**src/rtl/branch_resolve_bht.sv**
```systemverilog
// ---------------------------------------------------------------------------
// branch_resolve_bht
//
// Branch resolution and bimodal prediction unit for the RV32I pipeline.
// It sits directly after the branch comparator in EX and does five jobs:
//   - supplies the signed/unsigned compare select to the comparator;
//   - turns the equal/less flags and funct3 into a taken decision;
//   - checks that decision against the prediction made at fetch time;
//   - keeps a table of 2-bit saturating counters, read by IF and trained by EX;
//   - issues a registered redirect on a mispredict and counts branches and
//     mispredicts.
//
// Parameters
//   BHT_ENTRIES : number of 2-bit counters (power of two, >= 2)
//   IDX_W       : table index width; the index is pc[IDX_W+1:2]
//
// Ports
//   i_clk, i_reset        : clock, asynchronous active-low reset
//   i_if_pc               : fetch PC to look up
//   o_if_pred_taken       : prediction for i_if_pc (combinational table read)
//   i_ex_valid            : EX holds a live (non-flushed) instruction
//   i_ex_is_branch        : the EX instruction is a conditional branch
//   i_ex_funct3           : branch funct3
//   o_br_un               : unsigned-compare select to the comparator
//   i_br_equal, i_br_less : comparator flags
//   i_ex_pc, i_ex_target  : PC of the branch and its taken target
//   i_ex_pred_taken       : prediction carried down the pipe with the branch
//   o_ex_taken            : resolved direction (combinational)
//   o_ex_illegal          : branch with a reserved funct3 (010/011)
//   o_redirect_valid      : one-cycle mispredict redirect pulse (registered)
//   o_redirect_pc         : correct next PC for the redirect (registered)
//   o_br_count            : number of resolved legal branches
//   o_mis_count           : number of mispredicts
// ---------------------------------------------------------------------------
module branch_resolve_bht #(
  parameter int BHT_ENTRIES = 64,
  parameter int IDX_W       = $clog2(BHT_ENTRIES)
) (
  input  logic        i_clk,
  input  logic        i_reset,
  input  logic [31:0] i_if_pc,
  output logic        o_if_pred_taken,
  input  logic        i_ex_valid,
  input  logic        i_ex_is_branch,
  input  logic [2:0]  i_ex_funct3,
  output logic        o_br_un,
  input  logic        i_br_equal,
  input  logic        i_br_less,
  input  logic [31:0] i_ex_pc,
  input  logic [31:0] i_ex_target,
  input  logic        i_ex_pred_taken,
  output logic        o_ex_taken,
  output logic        o_ex_illegal,
  output logic        o_redirect_valid,
  output logic [31:0] o_redirect_pc,
  output logic [31:0] o_br_count,
  output logic [31:0] o_mis_count
);

  // Counter encoding: 00 strong NT, 01 weak NT, 10 weak T, 11 strong T.
  localparam logic [1:0] CTR_STRONG_NT = 2'b00;
  localparam logic [1:0] CTR_WEAK_NT   = 2'b01;
  localparam logic [1:0] CTR_STRONG_T  = 2'b11;

  // Saturating 2-bit counter training step.
  function automatic logic [1:0] ctr_train(input logic [1:0] ctr, input logic taken);
    logic [1:0] nxt;
    nxt = ctr;
    if (taken) begin
      if (ctr != CTR_STRONG_T) begin
        nxt = ctr + 2'b01;
      end else begin
        nxt = ctr;
      end
    end else begin
      if (ctr != CTR_STRONG_NT) begin
        nxt = ctr - 2'b01;
      end else begin
        nxt = ctr;
      end
    end
    return nxt;
  endfunction

  // ---------------------------------------------------------------------------
  // State
  // ---------------------------------------------------------------------------
  logic [1:0]  bht_q [BHT_ENTRIES];
  logic        redirect_valid_q;
  logic [31:0] redirect_pc_q;
  logic [31:0] br_count_q;
  logic [31:0] mis_count_q;

  // Next-state values
  logic [1:0]  bht_entry_d;
  logic        redirect_valid_d;
  logic [31:0] redirect_pc_d;
  logic [31:0] br_count_d;
  logic [31:0] mis_count_d;

  // Combinational helpers
  logic [IDX_W-1:0] if_idx_s;
  logic [IDX_W-1:0] ex_idx_s;
  logic             br_active_s;
  logic             dir_taken_s;
  logic             dir_illegal_s;
  logic             ex_taken_s;
  logic             ex_illegal_s;
  logic             res_s;
  logic             mis_s;
  logic [31:0]      ex_pc_plus4_s;
  logic             unused_pc_bits_s;

  assign if_idx_s = i_if_pc[IDX_W+1:2];
  assign ex_idx_s = i_ex_pc[IDX_W+1:2];

  // PC bits outside the index window only matter for aliasing, which is allowed.
  assign unused_pc_bits_s = ^{i_if_pc[31:IDX_W+2], i_if_pc[1:0]};

  // funct3[1] distinguishes BLTU/BGEU from BLT/BGE; it is passed through ungated.
  assign o_br_un = i_ex_funct3[1];

  // Raw direction decode from funct3 and the comparator flags.
  always_comb begin
    dir_taken_s   = 1'b0;
    dir_illegal_s = 1'b0;
    case (i_ex_funct3)
      3'b000: dir_taken_s = i_br_equal;          // BEQ
      3'b001: dir_taken_s = ~i_br_equal;         // BNE
      3'b100: dir_taken_s = i_br_less;           // BLT
      3'b101: dir_taken_s = ~i_br_less;          // BGE
      3'b110: dir_taken_s = i_br_less;           // BLTU
      3'b111: dir_taken_s = ~i_br_less;          // BGEU
      3'b010,
      3'b011: begin
        dir_taken_s   = 1'b0;
        dir_illegal_s = 1'b1;
      end
      default: begin
        dir_taken_s   = 1'b0;
        dir_illegal_s = 1'b0;
      end
    endcase
  end

  // Qualify the decode with a live branch and derive resolve / mispredict.
  always_comb begin
    br_active_s   = i_ex_valid & i_ex_is_branch;
    ex_taken_s    = br_active_s & dir_taken_s;
    ex_illegal_s  = br_active_s & dir_illegal_s;
    res_s         = br_active_s & ~ex_illegal_s;
    mis_s         = res_s & (ex_taken_s ^ i_ex_pred_taken);
    ex_pc_plus4_s = i_ex_pc + 32'd4;  // wraps modulo 2^32
  end

  assign o_ex_taken   = ex_taken_s;
  assign o_ex_illegal = ex_illegal_s;

  // Fetch-side lookup reads the registered table only, so a same-cycle update
  // of the same index is not visible until the following cycle.
  assign o_if_pred_taken = bht_q[if_idx_s][1];

  // Next-state for the trained entry, redirect and statistics.
  always_comb begin
    bht_entry_d      = ctr_train(bht_q[ex_idx_s], ex_taken_s);
    redirect_valid_d = mis_s;
    redirect_pc_d    = redirect_pc_q;
    br_count_d       = br_count_q;
    mis_count_d      = mis_count_q;
    if (mis_s) begin
      redirect_pc_d = ex_taken_s ? i_ex_target : ex_pc_plus4_s;
    end else begin
      redirect_pc_d = redirect_pc_q;
    end
    if (res_s) begin
      br_count_d = br_count_q + 32'd1;
    end else begin
      br_count_d = br_count_q;
    end
    if (mis_s) begin
      mis_count_d = mis_count_q + 32'd1;
    end else begin
      mis_count_d = mis_count_q;
    end
  end

  // Counter table: reset to weak not-taken, train only the resolving entry.
  always_ff @(posedge i_clk or negedge i_reset) begin
    if (!i_reset) begin
      for (int i = 0; i < BHT_ENTRIES; i++) begin
        bht_q[i] <= CTR_WEAK_NT;
      end
    end else if (res_s) begin
      bht_q[ex_idx_s] <= bht_entry_d;
    end
  end

  // Redirect and statistics registers.
  always_ff @(posedge i_clk or negedge i_reset) begin
    if (!i_reset) begin
      redirect_valid_q <= 1'b0;
      redirect_pc_q    <= 32'd0;
      br_count_q       <= 32'd0;
      mis_count_q      <= 32'd0;
    end else begin
      redirect_valid_q <= redirect_valid_d;
      redirect_pc_q    <= redirect_pc_d;
      br_count_q       <= br_count_d;
      mis_count_q      <= mis_count_d;
    end
  end

  assign o_redirect_valid = redirect_valid_q;
  assign o_redirect_pc    = redirect_pc_q;
  assign o_br_count       = br_count_q;
  assign o_mis_count      = mis_count_q;

endmodule

```
**config.mk**
```make
export PLATFORM = sky130hd
export DESIGN_NAME = branch_resolve_bht
export DESIGN_NICKNAME = d
export VERILOG_FILES = /design/src/rtl/branch_resolve_bht.sv
export SDC_FILE = /design/constraint.sdc
export NUM_CORES = 1
export LEC_CHECK = 0
export CAP_MARGIN = 10
export CORE_MARGIN = 3
export CORE_UTILIZATION = 38
export DETAILED_ROUTE_END_ITERATION = 6
export HOLD_SLACK_MARGIN = 0.15
export PLACE_DENSITY = 0.68
export SLEW_MARGIN = 20
export SYNTH_ARGS = -nofsm -noshare
export SYNTH_HDL_FRONTEND = slang
export SYNTH_SLANG_ARGS = --single-unit
```
**constraint.sdc**
```tcl
create_clock -name i_clk -period 10.12 [get_ports i_clk]
set_clock_uncertainty 0.05 [all_clocks]
set_input_delay 2.024 -clock i_clk [delete_from_list [all_inputs] [get_ports i_clk]]
set_output_delay 2.024 -clock i_clk [all_outputs]
set_load 0.005 [all_outputs]
```
Yosys cells after proc, flatten, opt, wreduce, memory -nomap -nowiden --
Index checks and enable logic that the tools add are counted.
Word-level totals: word-level logic and storage cells 116, output and inout port bits 101, input port bits 106, register bits after elaboration 225
Cells by class: mux-type cells 15, bitwise operators 11, equality and inequality tests 8, reductions and logical operators 6, add/subtract/negate cells 5, $lt $le $gt $ge 3
Operator list (count):
- bitwise mux 128 bit | 1
- adder 32 x 1 -> 32 bit, second input constant | 2
- adder 32 x 3 -> 32 bit, second input constant | 1
- two-way mux 32 bit | 1
- binary-select mux 2 bit (select 6 bit) | 2
- two-way mux 2 bit | 8
- >= comparator 7 bit, second input constant | 2
- NOT 6 -> 7 bit | 2
- demux 2 bit (select 6 bit) | 1
- == test 3 bit, second input constant | 4
- less-than comparator 7 x 1 -> 1 bit, second input constant | 1
- == test 3 x 2 -> 1 bit, second input constant | 2
- OR reduction 2 bit | 3
- bitwise AND 1 bit | 5
- case mux 1 bit (5 select lines) | 1
- == test 3 x 1 -> 1 bit, second input constant | 1
- zero test 3 bit | 1
- NOT 1 bit | 3
- adder 2 x 1 -> 2 bit, second input constant | 1
- != test 2 bit, second input constant | 1
- nonzero test 2 bit | 1
- subtractor 2 x 1 -> 2 bit, second input constant | 1
- logical AND 1 bit | 1
- two-way mux 1 bit | 1
- XOR 1 bit | 1

Logic depth before layout (Yosys ltp) --
word-level depth 8, gate-level depth with buffers 11, mapped depth without buffers 7

Worst setup path before layout --
No wires, ideal clock.
path type input to output, from input i_if_pc[2], to output o_if_pred_taken, arrival time 4.436 ns, slack 3.610 ns, path buffers 2, stages 5, cells stage by stage clkbuf_1 > buf_1 > mux4_2 > mux4_2 > mux4_2
Between the ends: longest elaborated chain between the ends 4
RTL lines:
- start, declared | RTL line 41 | input logic [31:0] i_if_pc,
- NOT 6 -> 7 bit (implied by the code) | RTL line 161 | assign o_if_pred_taken = bht_q[if_idx_s][1];
- binary-select mux 2 bit (select 6 bit) | RTL line 161
- two-way mux 2 bit (implied by the code) (2 in series) | RTL line 161
- end, declared | RTL line 42 | output logic o_if_pred_taken,
No other way between the ends. The select of a mux whose other input is x is not followed.

Worst setup path after layout --
from input i_if_pc[3], to output o_if_pred_taken
The elaborated chain is that of the path after synthesis.

==> load_flow_metrics.sql <==
INSERT INTO impl_metrics (metric_group, metric, value, unit) VALUES
('status', 'outcome', 'finished, final reports clean', ''),
('clocking', 'cts_tree', 'yes', ''),
('job', 'timing.max_cap.violations', '0', ''),
('logic_synthesis', 'yosysTopAreaCellShare', '34.1', '%'),
('setup_path', 'cp-start-kind', 'input pin', ''),
('clocking', 'cts.clk_slew.worst_paths', '60', 'ps'),
('sta', 'final_min_period_over_clock_period', '70.1', '%'),
('routing', 'drtIter0Drc', '907', ''),
('logic_synthesis', 'count_of_flip_flops_with_a_built_in_enable_after_synthesis', '0', ''),
('logic_synthesis', 'syn-cell-area', '11800', 'um^2'),
('clocking', 'clk_root_buffer_cell', 'clkbuf_16', ''),
('place', 'port_buffers', '180', ''),
('grt', 'gr-usage-all-layers', '19.6', '%'),
('sta', 'final.setup.worst_slack', '3030', 'ps'),
('floorplan', 'fp-row-count', '63', ''),
('logic_synthesis', 'ys_top_cells_by_count', 'nor2_1, dfrtp_1, a31oi_1', ''),
('logic_synthesis', 'synth_top_area_cell', 'dfrtp_1', ''),
('routing', 'routed_wire_length_per_instance', '19.6', 'um'),
('finish', 'area.sequential', '5710', 'um^2'),
('logic_synthesis', 'synth_adder_area_share', '0.318', '%'),
('clocking', 'post_cts_resized', '0', ''),
('sta', 'final_max_slew_viol_count', '0', ''),
('routing', 'ant_nets', '0', ''),
('pwr', 'power.static_leakage', '0.00591', 'uW'),
('setup_path', 'timing.critical_path.fanout_max', '16', ''),
('setup_path', 'critical-path-top-cell-by-count', 'mux4_2', ''),
('place', 'finalWeightedCongestion', '0.850', ''),
('logic_synthesis', 'netlist_top_cells_area', 'dfrtp_1, dfstp_2, mux4_2, nor2_1, a31oi_1', ''),
('clocking', 'clock_tree.htree_level_count', '1', ''),
('logic_synthesis', 'synthCells', '1143', ''),
('floorplan', 'core', '30100', 'um^2'),
('logic_synthesis', 'synth.most_common_cell', 'nor2_1', ''),
('finish', 'multi_input_area', '5610', 'um^2'),
('clocking', 'post_cts.repair.setup_buffers', '0', ''),
('place', 'detailed_place_hpwl', '22300', 'um'),
('sta', 'worst_pin_slew', '1110', 'ps'),
('sta', 'report.final.hold_viol_count', '0', ''),
('finish', 'layout-drive-gt1-share', '13.8', '%'),
('worst_hold_path', 'hold_crit_path_type', 'reg -> reg', ''),
('sta', 'maxClockFrequency', '141', 'MHz'),
('finish', 'area_growth', '24.5', '%'),
('logic_synthesis', 'synth-seq-cells', '225', ''),
('grt', 'grt_max_degree', '136', ''),
('logic_synthesis', 'synthSimpleGateAreaFrac', '17.6', '%'),
('floorplan', 'die-width', '182', 'um'),
('place', 'dp_slack', '3060', 'ps'),
('setup_path', 'worst_r2r_path_depth', '7', ''),
('setup_path', 'worst_reg2reg_setup_slack', '6390', 'ps'),
('clocking', 'ctsHoldBuffers', '0', ''),
('floorplan', 'design.die.area', '33200', 'um^2'),
('routing', 'avgViaCountPerCell', '5.64', ''),
('clocking', 'insertion_delay', '540', 'ps'),
('logic_synthesis', 'yosys.area_share.xor_xnor', '6.90', '%'),
('logic_synthesis', 'synth_compound_area_share', '10.4', '%'),
('grt', 'antenna_found_initial', '0', ''),
('sta', 'report.final.setup_viol', '0', ''),
('logic_synthesis', 'muxShareOfSynthArea', '12.0', '%'),
('pwr', 'peakVddDrop', '0.000116', 'V'),
('sta', 'timing.setup.tns', '0', 'ps'),
('logic_synthesis', 'postSynth.asyncResetShare', '100', '%'),
('finish', 'num-fill-cells', '2805', ''),
('logic_synthesis', 'synthFlopType', 'dfrtp_1', ''),
('finish', 'antennaDiodeCount', '0', ''),
('sta', 'post-route-min-period', '7090', 'ps'),
('floorplan', 'die_h', '182', 'um'),
('finish', 'final_util', '48.8', '%'),
('logic_synthesis', 'syn_area_per_cell', '10.3', 'um^2'),
('routing', 'total_drc_errors_in_the_routed_layout', '0', ''),
('clocking', 'clock_sinks', '225', ''),
('sta', 'grt_setup_unrepaired', 'no', ''),
('worst_hold_path', 'worst_hold_path.num_cells', '1', '');
## sequential cells by signal (all words and copies together), names as in the netlist
register / cells
o_mis_count: 32
bht_q: 128
o_br_count: 32
o_redirect_valid: 1
o_redirect_pc: 32
## metal layers
layer / vias up / share of wire [%] / track usage, %
li1: 4444 / - / -
met1: 4675 / 43 / 27.7
met2: 423 / 46 / 31.2
met3: 49 / 9.4 / 4.01
met4: 0 / 1.9 / 4.66
met5: - / 0 / 0
## area by class of cell
type / count / share of cell area, %
sequential: 225 / 38.9
multi-input combinational: 832 / 38.2
timing repair buffer: 194 / 13.1
clock buffer: 32 / 4.71
tap: 390 / 3.32
clock inverter: 14 / 1.41
inverter: 15 / 0.383
## worst max-delay path by stage
| stage | startpoint | end | slack (ps) | cells past startpoint |
|---|---|---|---|---|
| 6_report | i_if_pc[3] | o_if_pred_taken | 3030 | 5 |
| 5_1_grt | i_if_pc[3] | o_if_pred_taken | 2950 | 5 |
| 4_1_cts | i_if_pc[3] | o_if_pred_taken | 3040 | 5 |
| 3_5_place_dp | i_if_pc[3] | o_if_pred_taken | 3060 | 5 |
| 3_3_place_gp | i_if_pc[2] | o_if_pred_taken | 2610 | 5 |
| 2_1_floorplan | i_if_pc[2] | o_if_pred_taken | 3610 | 5 |
## critical path: cells and delay by family
kind / cells / cell delay (ps)
muxes: 3 / 1470
buffers and inverters: 2 / 1520
## cell usage in the layout (no fill, tap or decap), drive strengths merged, types with 6 or more instances in the layout
master / netlist / routed
nor2: 230 / 230
clkdlybuf4s50: 0 / 176
dfrtp: 161 / 161
a31oi: 129 / 129
nand2: 75 / 75
dfstp: 64 / 64
xnor2: 49 / 49
mux4: 46 / 46
xor2: 44 / 44
o21ai: 37 / 37
mux2i: 35 / 35
nand3: 32 / 32
clkbuf: 24 / 32
nor4: 23 / 23
nand4: 22 / 22
buf: 47 / 18
a21oi: 16 / 16
nor3: 16 / 16
and3: 15 / 15
inv: 13 / 14
nand2b: 7 / 7
clkinv: 2 / 7
and2: 6 / 6
## where the power goes
group | internal, uW | leakage (uW) | switching (uW)
clock | 611 | 0.000436 | 377
sequential | 1030 | 0.00279 | 82.1
combinational | 251 | 0.00268 | 216
## cells by family (layout without fill, tap and decap cells)
kind of cell | Yosys count | in the layout
xor gates and xnor gates | 93 | 93
muxes | 84 | 84
buffers and inverters | 86 | 255
adders and majority gates | 3 | 3
and+or+nand+nor | 455 | 455
AOI/OAI and AO/OA | 197 | 197
DFF | 225 | 225
## stage by stage
step	total power (uW)	cells	hold WS [ps]	area (um^2)
2_1_floorplan	1350	1143	415	11800
3_3_place_gp	1580	1654	408	13700
3_5_place_dp	1600	1654	414	13700
4_1_cts	2600	1700	427	14600
5_1_grt	2690	1702	448	14700
6_report	2570	1702	425	14700
(Power assumes the default switching activity.)
